File: src/rtl/fetch_unit_if.sv
// Fetch-stage bus: instruction-memory port, redirect input and decode-side handshake.
interface fetch_unit_if;
    logic [31:0] imem_addr;
    logic [31:0] imem_data;
    logic        redirect_valid;
    logic [31:0] redirect_pc;
    logic        out_valid;
    logic        out_ready;
    logic [31:0] out_instr;
    logic [31:0] out_pc;
    logic [31:0] out_pc_plus4;
    logic        out_fault;

    modport master (
        output imem_addr, out_valid, out_instr, out_pc, out_pc_plus4, out_fault,
        input  imem_data, redirect_valid, redirect_pc, out_ready
    );

    modport slave (
        input  imem_addr, out_valid, out_instr, out_pc, out_pc_plus4, out_fault,
        output imem_data, redirect_valid, redirect_pc, out_ready
    );
endinterface

File: src/rtl/fetch_unit.sv
// Instruction fetch: owns the PC, captures imem data into a 2-entry buffer, feeds decode.
// Optional out-of-range fault tagging enabled by FETCH_BOUNDS_CHECK_EN.
module fetch_unit #(
    parameter logic [31:0] RESET_PC   = 32'h0000_0000,
    parameter int          IMEM_DEPTH = 32
) (
    input  logic          clk,
    input  logic          rst,
    fetch_unit_if.master  bus
);
    localparam logic [31:0] NOP = 32'h0000_0013;

    typedef struct packed {
        logic [31:0] pc;
        logic [31:0] instr;
`ifdef FETCH_BOUNDS_CHECK_EN
        logic        fault;
`endif
    } entry_t;

    logic [31:0] pc;
    entry_t      buf_q [2];
    entry_t      out_q;
    logic        head, tail, out_valid_q;
    logic [1:0]  count, count_nxt;
    logic        pop, push, nxt_idx;
    entry_t      cap, head_nxt;

    assign pop       = out_valid_q & bus.out_ready & ~bus.redirect_valid;
    assign push      = ~bus.redirect_valid & ((count < 2'd2) | pop);
    assign count_nxt = count - {1'b0, pop} + {1'b0, push};
    assign nxt_idx   = pop ? ~head : head;

    always_comb begin
        cap       = '0;
        cap.pc    = pc;
        cap.instr = bus.imem_data;
`ifdef FETCH_BOUNDS_CHECK_EN
        if ({2'b00, pc[31:2]} >= 32'(IMEM_DEPTH)) begin
            cap.instr = NOP;
            cap.fault = 1'b1;
        end
`endif
    end

    // Content of the head slot as it will look after this edge's write.
    always_comb begin
        head_nxt = buf_q[nxt_idx];
        if (push && (tail == nxt_idx))
            head_nxt = cap;
    end

    always_ff @(posedge clk or posedge rst) begin
        if (rst) begin
            pc          <= RESET_PC & ~32'h3;
            head        <= 1'b0;
            tail        <= 1'b0;
            count       <= 2'd0;
            out_valid_q <= 1'b0;
            out_q       <= '0;
            buf_q[0]    <= '0;
            buf_q[1]    <= '0;
        end else if (bus.redirect_valid) begin
            pc          <= bus.redirect_pc & ~32'h3;
            head        <= 1'b0;
            tail        <= 1'b0;
            count       <= 2'd0;
            out_valid_q <= 1'b0;
        end else begin
            if (push) begin
                buf_q[tail] <= cap;
                tail        <= ~tail;
                pc          <= pc + 32'd4;
            end
            if (pop)
                head <= ~head;
            count       <= count_nxt;
            out_valid_q <= (count_nxt != 2'd0);
            // Outputs only move to a valid entry; otherwise they keep the last one shown.
            if (count_nxt != 2'd0)
                out_q <= head_nxt;
        end
    end

    assign bus.imem_addr    = {2'b00, pc[31:2]};
    assign bus.out_valid    = out_valid_q;
    assign bus.out_pc       = out_q.pc;
    assign bus.out_instr    = out_q.instr;
    assign bus.out_pc_plus4 = out_q.pc + 32'd4;
`ifdef FETCH_BOUNDS_CHECK_EN
    assign bus.out_fault    = out_q.fault;
`else
    assign bus.out_fault    = 1'b0;
`endif
endmodule

File: src/flat_wrapper.sv
// flat-port wrapper written by rule: the top's interface ports become plain ports
module fetch_unit_flat 
#(
    parameter logic [31:0] RESET_PC   = 32'h0000_0000,
    parameter int          IMEM_DEPTH = 32
)
  (clk, rst, bus_imem_addr, bus_out_valid, bus_out_instr, bus_out_pc, bus_out_pc_plus4, bus_out_fault, bus_imem_data, bus_redirect_valid, bus_redirect_pc, bus_out_ready);
  fetch_unit_if bus_i ();
  input  logic clk;
  input  logic rst;
  output wire logic [$bits(bus_i.imem_addr)-1:0] bus_imem_addr;
  output wire logic [$bits(bus_i.out_valid)-1:0] bus_out_valid;
  output wire logic [$bits(bus_i.out_instr)-1:0] bus_out_instr;
  output wire logic [$bits(bus_i.out_pc)-1:0] bus_out_pc;
  output wire logic [$bits(bus_i.out_pc_plus4)-1:0] bus_out_pc_plus4;
  output wire logic [$bits(bus_i.out_fault)-1:0] bus_out_fault;
  input wire logic [$bits(bus_i.imem_data)-1:0] bus_imem_data;
  input wire logic [$bits(bus_i.redirect_valid)-1:0] bus_redirect_valid;
  input wire logic [$bits(bus_i.redirect_pc)-1:0] bus_redirect_pc;
  input wire logic [$bits(bus_i.out_ready)-1:0] bus_out_ready;
  assign bus_imem_addr = bus_i.imem_addr;
  assign bus_out_valid = bus_i.out_valid;
  assign bus_out_instr = bus_i.out_instr;
  assign bus_out_pc = bus_i.out_pc;
  assign bus_out_pc_plus4 = bus_i.out_pc_plus4;
  assign bus_out_fault = bus_i.out_fault;
  assign bus_i.imem_data = bus_imem_data;
  assign bus_i.redirect_valid = bus_redirect_valid;
  assign bus_i.redirect_pc = bus_redirect_pc;
  assign bus_i.out_ready = bus_out_ready;
  fetch_unit #(.RESET_PC(RESET_PC), .IMEM_DEPTH(IMEM_DEPTH)) u_core (.clk(clk), .rst(rst), .bus(bus_i));
endmodule
File: config.mk
export PLATFORM = sky130hd
export DESIGN_NAME = fetch_unit_flat
export DESIGN_NICKNAME = d
export VERILOG_FILES = /design/src/rtl/fetch_unit_if.sv /design/src/rtl/fetch_unit.sv /design/src/flat_wrapper.sv
export SDC_FILE = /design/constraint.sdc
export NUM_CORES = 1
export LEC_CHECK = 0
export ABC_AREA = 1
export CORE_MARGIN = 2
export CORE_UTILIZATION = 30
export DETAILED_ROUTE_END_ITERATION = 12
export GPL_ROUTABILITY_DRIVEN = 0
export PLACE_DENSITY = 0.46
export SLEW_MARGIN = 40
export SYNTH_ARGS = -nofsm -noshare
export SYNTH_HDL_FRONTEND = slang
export SYNTH_SLANG_ARGS = --single-unit
File: constraint.sdc
create_clock -name clk -period 18.9 [get_ports clk]
set_input_delay 3.78 -clock clk [delete_from_list [all_inputs] [get_ports clk]]
set_output_delay 3.78 -clock clk [all_outputs]
set_load 0.01 [all_outputs]
==> results of run 1 <==
final timing paths:
check	startpoint	end	cells after the start
max in group asynchronous	rst	u_core.buf_q[48]$_DFFE_PP0P_	4
worst min-delay path	u_core.buf_q[103]$_DFFE_PP0P_	u_core.buf_q[103]$_DFFE_PP0P_	2
worst min register to register	u_core.buf_q[103]$_DFFE_PP0P_	u_core.buf_q[103]$_DFFE_PP0P_	2
worst max register to register	u_core.bus.out_valid$_DFF_PP0_	u_core.buf_q[113]$_DFFE_PP0P_	9
worst max-delay path	u_core.bus.out_pc[2]$_DFFE_PP0P_	bus_out_pc_plus4[17]	8
min in group asynchronous	rst	u_core.bus.out_instr[15]$_DFFE_PP0P_	2
cells by family after synthesis:
| logic type | after synthesis | synth area share, % |
|---|---|---|
| AOI/OAI and AO/OA | 222 | 9.836 |
| xor gates and xnor gates | 30 | 2.252 |
| adders and majority gates | 3 | 0.3218 |
| buffers and inverters | 273 | 9.750 |
| DFF | 221 | 47.41 |
| other | 1 | 0.03215 |
| and+or+nand+nor | 838 | 30.40 |
sequential cells by signal, summed over array words and instances, names as in the netlist:
signal / cells
u_core.tail: 1
u_core.bus.out_pc: 30
u_core.count: 2
u_core.head: 1
u_core.pc: 30
u_core.buf_q: 124
u_core.bus.out_valid: 1
u_core.bus.out_instr: 32
power by group:
part	internal, mW	switching (mW)	total (mW)
logic	0.432	0.578	1.01
clock network	0.318	0.207	0.526
registers	0.684	0.180	0.864
total	1.43	0.966	2.40
cell type report:
type / count / area share (%)
Clock buffer: 38 / 5.362
Tap cell: 518 / 4.361
Clock inverter: 8 / 0.6566
Sequential cell: 221 / 37.21
Multi-Input combinational cell: 1100 / 33.89
Inverter: 180 / 4.596
Timing Repair Buffer: 204 / 13.92
cell usage in the layout (no fill, tap or decap), types with 6 or more instances in the layout:
cell type	netlist	routed
clkbuf_16	0	27
nand3_1	109	109
xnor2_1	11	11
a21oi_1	8	8
inv_1	176	175
clkbuf_8	0	8
o21ai_1	134	134
nor3_1	8	8
nand4_1	74	74
xor2_1	19	19
o21ai_0	67	67
buf_6	0	6
conb_1	1	7
nand2_1	562	561
clkdlybuf4s50_1	0	188
nor2_1	69	69
buf_4	15	7
dfrtp_1	221	221
stage by stage:
step | power (mW) | util (%) | hold slack, ns | setup slack [ns]
floorplan | 1.422 | - | 0.4479 | 9.071
global placement | 1.869 | 35.99 | 0.4609 | 11.26
detailed placement | 1.888 | 36.16 | 0.4651 | 11.56
CTS | 2.427 | 38.48 | 0.4805 | 11.90
global route | 2.598 | 38.55 | 0.4935 | 11.78
finish | 2.400 | 38.55 | 0.4760 | 11.97
layer usage:
layer / global-route usage [%] / share of wire [%]
met1: 28.23 / 49
met2: 30.38 / 44
met3: 2.899 / 5.2
met4: 4.044 / 1.6
met5: 0 / 0
worst reg2reg max path, cell delays in order, from the launching register on:
cell	delay (ns)
dfrtp_1	0.44
nand2_1	0.14
a21oi_4	0.14
buf_4	0.45
buf_4	0.70
nand2_4	0.54
buf_4	0.42
buf_12	0.21
nand2_1	0.14
o21ai_0	0.07
==> reports/metrics.csv, run 1 <==
metric,value,unit
status,"complete, no violations",
drtPass1Iterations,5,
final.min_clock_period,6.932,ns
path_max_fanout,5,
antenna_cells,0,
end_kind,primary output,
synth.largest_area_cell,dfrtp_1,
grt-ovfl-total,0,
synth_cell_types,34,
routed_wl,39270,um
worst-setup-path-type,reg -> out,
r2r_setup_slack,15.52,ns
die_y,201.2,um
synth-seq-area-share,47.41,%
antenna_found_initial,0,
rsz0062_at_grt,false,
nNetsFinal,1805,
numCtsBuffers,27,
max_cap_viol_count,0,
worstHoldPathType,reg -> reg,
synth_edf_count,0,
synth_ff_type,dfrtp_1,
ir_worst_vdd,80.13,uV
hold_viol_final,0,
min_period_over_period,36.68,%
power.density,161.5,nW/um2
yosysWarnings,0,
max_freq,144.3,MHz
crit_path_top_delay_cell,clkdlybuf4s50_1,
final_cell_area,14860,um2
drc_errors,0,
avgViaCountPerCell,4.789,
required,15.12,ns
postSynthCellCount,1588,
ys_seq_elements,221,
ant_nets,0,
die_w,201.2,um
finalSetupViolCount,0,
syn_avg_cell_area,7.346,um2
ctsHtreeMaxLevel,1,
synthArstFlopShare,100.0,%
root_buffer,clkbuf_16,
dp_cells,2222,
setup_tns,0,ns
rows,72,
fin_cells,2269,
grt_pass1_vias,10670,
worst_ep_arrival_time,3.15,ns
clkSlewWorstSetupHoldPaths,0.06,ns
skew,0.009688,ns
ctsHoldBuffers,0,
die-area,40480,um2
drt_iter0_markers,735,
clock_latency,0.54,ns
clockBufferDepth,3,
multi_input_area,5037,um2
grt_max_degree,94,
cts_post_setup_buffers_inserted,0,
relSlewSlack,46.19,%
crit_chain,"nand3_1, inv_1, nand2_1, nor2_1, nand2_1, nor2_1, xor2_1, clkdlybuf4s50_1",
start_kind,flip-flop,
cts_resized,0,
pin_count,198,
slew_viol_final,0,
layout-drive-gt1-share,4.169,%
tightest_slew,0.8071,ns
initial_core_util,30.25,%
yosysMostFrequentCell,nand2_1,
grt_usage,19.34,%
yosys-top-cells-area,"dfrtp_1 47%, nand2_1 18%, o21ai_1 5.7%, inv_1 5.7%, nand3_1 4.7%",
cts_tree,built,
synth.top_cells.by_count,"562 x nand2_1, 221 x dfrtp_1, 176 x inv_1",
leakage,7.060,nW
synth_top_area_share,47.41,%
cpPeakStageDelay,0.59,ns
routedWlPerCell,17.31,um
port_buffers,188,
syn_area,11660,um2
grt_first_pass_wirelength,62740,um
cp_top_family,simple AND/OR/NAND/NOR gates,
critPathBufInv,2,
register_area,5530,um2
post-dp-hpwl,25410,um
cts.sinks,221,
area_growth,27.42,%
placed_cell_area,13940,um2
core-area,38560,um2
num-fill-cells,4096,
detailroute.via_count,10870,
(Power assumes the default switching activity.)
==> run 2, diff against run 1 <==
==> constraint.sdc (replaced) <==
create_clock -name clk -period 6.9 [get_ports clk]
set_input_delay 1.38 -clock clk [delete_from_list [all_inputs] [get_ports clk]]
set_output_delay 1.38 -clock clk [all_outputs]
set_load 0.01 [all_outputs]
==> reports/metrics.csv, run 2 (synthesis results as in run 1) <==
metric,value,unit
final_cell_area,14780,um2
setup_tns,0,ns
cts.sinks,221,
detailroute.via_count,10890,
worstHoldPathType,reg -> reg,
start_kind,flip-flop,
crit_chain,"ha_1, nand2_1, inv_1, nand4_1, nor3_1, nand3b_1, nand2_1, clkdlybuf4s50_1",
die_w,201.2,um
comb_power_share,42.5,%
critPathBufInv,2,
routedWlPerCell,17.45,um
core-area,38560,um2
root_buffer,clkbuf_16,
drtPass1Iterations,5,
whs,0.4734,ns
skew,0.01177,ns
end_kind,primary output,
clock_latency,0.54,ns
die-area,40480,um2
path_max_fanout,5,
status,"complete, no violations",
initial_core_util,30.25,%
cp_top_family,simple AND/OR/NAND/NOR gates,
cts_post_setup_buffers_inserted,0,
cts_resized,0,
tightest_slew,0.8250,ns
nNetsFinal,1805,
area_growth,26.71,%
netSwitchingPower,2.643,mW
relSlewSlack,45.00,%
antenna_cells,0,
finalSetupViolCount,0,
min_period_over_period,64.99,%
clkSlewWorstSetupHoldPaths,0.06,ns
p_clk_share,20.7,%
antenna_found_initial,0,
pin_count,198,
top_register,u_core.buf_q,
avgViaCountPerCell,4.801,
ant_nets,0,
pre_cts_ws,2.306,ns
ctsHtreeMaxLevel,1,
power.density,437.4,nW/um2
drt_iter0_markers,894,
fin_cells,2269,
dp_cells,2222,
largest_reg_flops,124,
grt_first_pass_wirelength,63740,um
ir_worst_vdd,252.0,uV
p_int,3.821,mW
clockBufferDepth,3,
rows,72,
port_buffers,188,
hold_viol_final,0,
num-fill-cells,4130,
max_cap_viol_count,0,
grt-ovfl-total,0,
crit_path_top_delay_cell,clkdlybuf4s50_1,
slew_viol_final,0,
post-dp-hpwl,25350,um
rsz0062_at_grt,false,
drc_errors,0,
cts_tree,built,
seqPwrFrac,36.8,%
final_common_cell,nand2_1,
worst_ep_arrival_time,3.10,ns
leakage,6.999,nW
die_y,201.2,um
grt_max_degree,140,
ctsHoldBuffers,0,
fin_ws,2.415,ns
worst-setup-path-type,reg -> out,
critPathMostFrequentCell,nand2_1,
routed_wl,39590,um
layout_common_cells,"561 x nand2_1, 221 x dfrtp_1, 188 x clkdlybuf4s50_1",
placed_cell_area,13920,um2
grt_usage,19.63,%
cpPeakStageDelay,0.57,ns
required,5.52,ns
final.min_clock_period,4.485,ns
max_freq,223.0,MHz
switching_share,40.89,%
numCtsBuffers,27,
grt_pass1_vias,10660,
layout-drive-gt1-share,3.769,%
## run 2: worst paths after layout
kind	start	to	slack, ns	depth (start not counted)
setup / recovery	u_core.bus.out_pc[2]$_DFFE_PP0P_	bus_out_pc_plus4[28]	2.42	8
setup reg to reg	u_core.bus.out_valid$_DFF_PP0_	u_core.bus.out_pc[2]$_DFFE_PP0P_	4.16	11
max in group asynchronous	rst	u_core.pc[18]$_DFFE_PP0P_	4.38	4
min in group asynchronous	rst	u_core.bus.out_instr[14]$_DFFE_PP0P_	1.20	2
hold reg to reg	u_core.bus.out_instr[25]$_DFFE_PP0P_	u_core.bus.out_instr[25]$_DFFE_PP0P_	0.47	2
hold / removal	u_core.bus.out_instr[25]$_DFFE_PP0P_	u_core.bus.out_instr[25]$_DFFE_PP0P_	0.47	2
## run 2: metrics by stage
step	util [%]	power [mW]
global placement	36.04	5.117
finish	38.33	6.465
detailed placement	36.09	5.155
floorplan	-	3.894
global route	38.33	6.999
CTS	38.21	6.538
## run 2: final cells by class
| class | instances | area (um2) | area share, % |
|---|---|---|---|
| Timing Repair Buffer | 204 | 2057 | 13.92 |
| Clock buffer | 43 | 795.8 | 5.384 |
| Clock inverter | 3 | 21.27 | 0.1439 |
| Multi-Input combinational cell | 1100 | 5046 | 34.14 |
| Tap cell | 518 | 648.1 | 4.385 |
| Inverter | 180 | 681.9 | 4.614 |
| Sequential cell | 221 | 5530 | 37.42 |
## run 2: power groups by stage
stage          registers, mW  clock network [mW]  logic [mW]
2_1_floorplan           2.33                   0        1.57
3_3_place_gp            2.38                   0        2.74
3_5_place_dp            2.39                   0        2.76
4_1_cts                 2.37                1.38        2.78
5_1_grt                 2.46                1.44        3.10
6_report                2.38                1.34        2.75
## run 2: worst min-delay path: stages (launching register included)
cell     delay (ns)
dfrtp_1        0.34
nand2_1        0.05
nand2_1        0.05
## run 2: routing by layer
metal / up-vias / GRT usage, % / part of all wire, %
li1: 5362 / - / -
met3: 45 / 2.527 / 5.0
met5: - / 0 / 0
met2: 280 / 29.76 / 44
met4: 0 / 3.755 / 1.6
met1: 5207 / 29.94 / 50
==> run 3, diff against run 2 <==
--- a/config.mk
+++ b/config.mk
@@ -10,7 +10,7 @@
 export CORE_UTILIZATION = 30
 export DETAILED_ROUTE_END_ITERATION = 12
 export GPL_ROUTABILITY_DRIVEN = 0
-export PLACE_DENSITY = 0.46
+export PLACE_DENSITY = 0.48
 export SLEW_MARGIN = 40
 export SYNTH_ARGS = -nofsm -noshare
 export SYNTH_HDL_FRONTEND = slang
==> constraint.sdc (replaced) <==
create_clock -name clk -period 3.7 [get_ports clk]
set_input_delay 0.74 -clock clk [delete_from_list [all_inputs] [get_ports clk]]
set_output_delay 0.74 -clock clk [all_outputs]
set_load 0.01 [all_outputs]
==> reports/metrics.csv, run 3 (synthesis results as in run 1) <==
metric,value,unit
final_common_cell,nand2_1,
initial_core_util,30.25,%
area_growth,28.91,%
leakage,7.122,nW
final.min_clock_period,3.449,ns
top_register,u_core.buf_q,
avgViaCountPerCell,4.730,
grt_usage,18.97,%
setup_tns,0,ns
grt_pass1_vias,10530,
skew,0.02198,ns
required,2.96,ns
crit_start,u_core.bus.out_pc[6]$_DFFE_PP0P_,
antenna_found_initial,0,
ctsHtreeMaxLevel,1,
largest_reg_flops,124,
max_cap_viol_count,0,
rows,72,
layout-drive-gt1-share,4.830,%
detailroute.via_count,10780,
die_w,201.2,um
drc_errors,0,
post-dp-hpwl,24880,um
rsz0062_at_grt,false,
pin_count,198,
die_y,201.2,um
rr_endpoint,u_core.bus.out_pc[26]$_DFFE_PP0P_,
numCtsBuffers,28,
relSlewSlack,44.07,%
end_kind,primary output,
power.density,827.5,nW/um2
crit_path_top_delay_cell,clkdlybuf4s50_1,
drt_iter0_markers,634,
nNetsFinal,1811,
max_freq,289.9,MHz
critPathMostFrequentCell,nand2_1,
ir_worst_vdd,344.9,uV
clkSlewWorstSetupHoldPaths,0.06,ns
worst-setup-path-type,reg -> out,
routedWlPerCell,16.85,um
finalSetupViolCount,0,
cts_tree,built,
grt-ovfl-total,0,
start_kind,flip-flop,
path_max_fanout,6,
slew_viol_final,0,
clock_latency,0.56,ns
cpPeakStageDelay,0.56,ns
routed_wl,38370,um
clockBufferDepth,3,
worst_ep_arrival_time,2.71,ns
num-fill-cells,4084,
root_buffer,clkbuf_16,
ant_nets,0,
r2r_setup_slack,1.23,ns
drtPass1Iterations,5,
ctsHoldBuffers,0,
endpoint,bus_out_pc_plus4[17],
hold_viol_final,0,
tightest_slew,0.8389,ns
layout_common_cells,"561 x nand2_1, 220 x dfrtp_1, 188 x clkdlybuf4s50_1",
min_period_over_period,93.22,%
cts.sinks,221,
crit_chain,"nand2_1, nor2_1, nand2_1, nor2_2, nand2_1, nor2_1, xor2_1, clkdlybuf4s50_1",
antenna_cells,0,
port_buffers,188,
worst-r2r-cell-count,7,
die-area,40480,um2
post-route-util,39.00,%
core-area,38560,um2
status,"complete, no violations",
grt_max_degree,125,
worstHoldPathType,reg -> reg,
grt_first_pass_wirelength,61440,um
reg2reg_from,u_core.bus.out_valid$_DFF_PP0_,
## run 3: per-layer routing
layer,track usage (%),vias up,wire length [um]
met5,0,-,0
met4,3.676,0,573
met3,2.834,41,2138
met2,29.96,283,17220
met1,27.68,5065,18440
li1,-,5387,-
## run 3: timing repair
action | 4_1_cts | 5_1_grt
resized for setup | 1 | 4
endpoints found under the hold margin | 0 | 0
setup buffers | 0 | 1
endpoints found under the setup margin | 1 | 7
## run 3: through the flow
stage               area (um2)  total power, mW  instances  hold slack [ns]  setup WS (ns)
finish                   15040            12.44       2278           0.4734         0.2509
global route             15040            13.45       2278           0.4960      0.0009643
CTS                      14990            12.61       2276           0.4812        0.04649
detailed placement       14030            9.688       2226           0.4644         0.2448
global placement         14030            9.629       2226           0.4604         0.2612
floorplan                11690            7.262       1594           0.4479        0.07793
## run 3: final cells by class
cell class / count / area (um2) / share of cell area [%]
clock inverters: 10 / 138.9 / 0.9236
repair buffers: 209 / 2168 / 14.42
inverters: 180 / 679.4 / 4.518
flip-flops and latches: 221 / 5532 / 36.79
multi-input cells: 1100 / 5055 / 33.62
clock buffers: 40 / 815.8 / 5.425
well taps: 518 / 648.1 / 4.310
## run 3: how the worst min path moves through the flow
stage	startpoint	to	slack, ns	cells after the start
after floorplan	u_core.buf_q[103]$_DFFE_PP0P_	u_core.buf_q[103]$_DFFE_PP0P_	0.45	2
after detailed placement	u_core.bus.out_instr[26]$_DFFE_PP0P_	u_core.bus.out_instr[26]$_DFFE_PP0P_	0.46	2
after global placement	u_core.buf_q[104]$_DFFE_PP0P_	u_core.buf_q[104]$_DFFE_PP0P_	0.46	2
final	u_core.bus.out_instr[9]$_DFFE_PP0P_	u_core.bus.out_instr[9]$_DFFE_PP0P_	0.47	2
after global routing	u_core.bus.out_instr[4]$_DFFE_PP0P_	u_core.bus.out_instr[4]$_DFFE_PP0P_	0.50	2
after CTS	u_core.bus.out_instr[12]$_DFFE_PP0P_	u_core.bus.out_instr[12]$_DFFE_PP0P_	0.48	2
## run 3: critical path: cells and delay by family, from the launching register on
| kind | cells | cell delay [ns] |
|---|---|---|
| simple gates | 6 | 0.92 |
| flops | 1 | 0.47 |
| buf+inv | 1 | 0.56 |
| xor+xnor | 1 | 0.19 |
## run 3: report_power, final
part / switching, mW / leakage, nW / internal, mW
registers: 0.870 / 2.73 / 3.50
logic: 2.99 / 3.93 / 2.26
clock network: 1.09 / 0.470 / 1.73
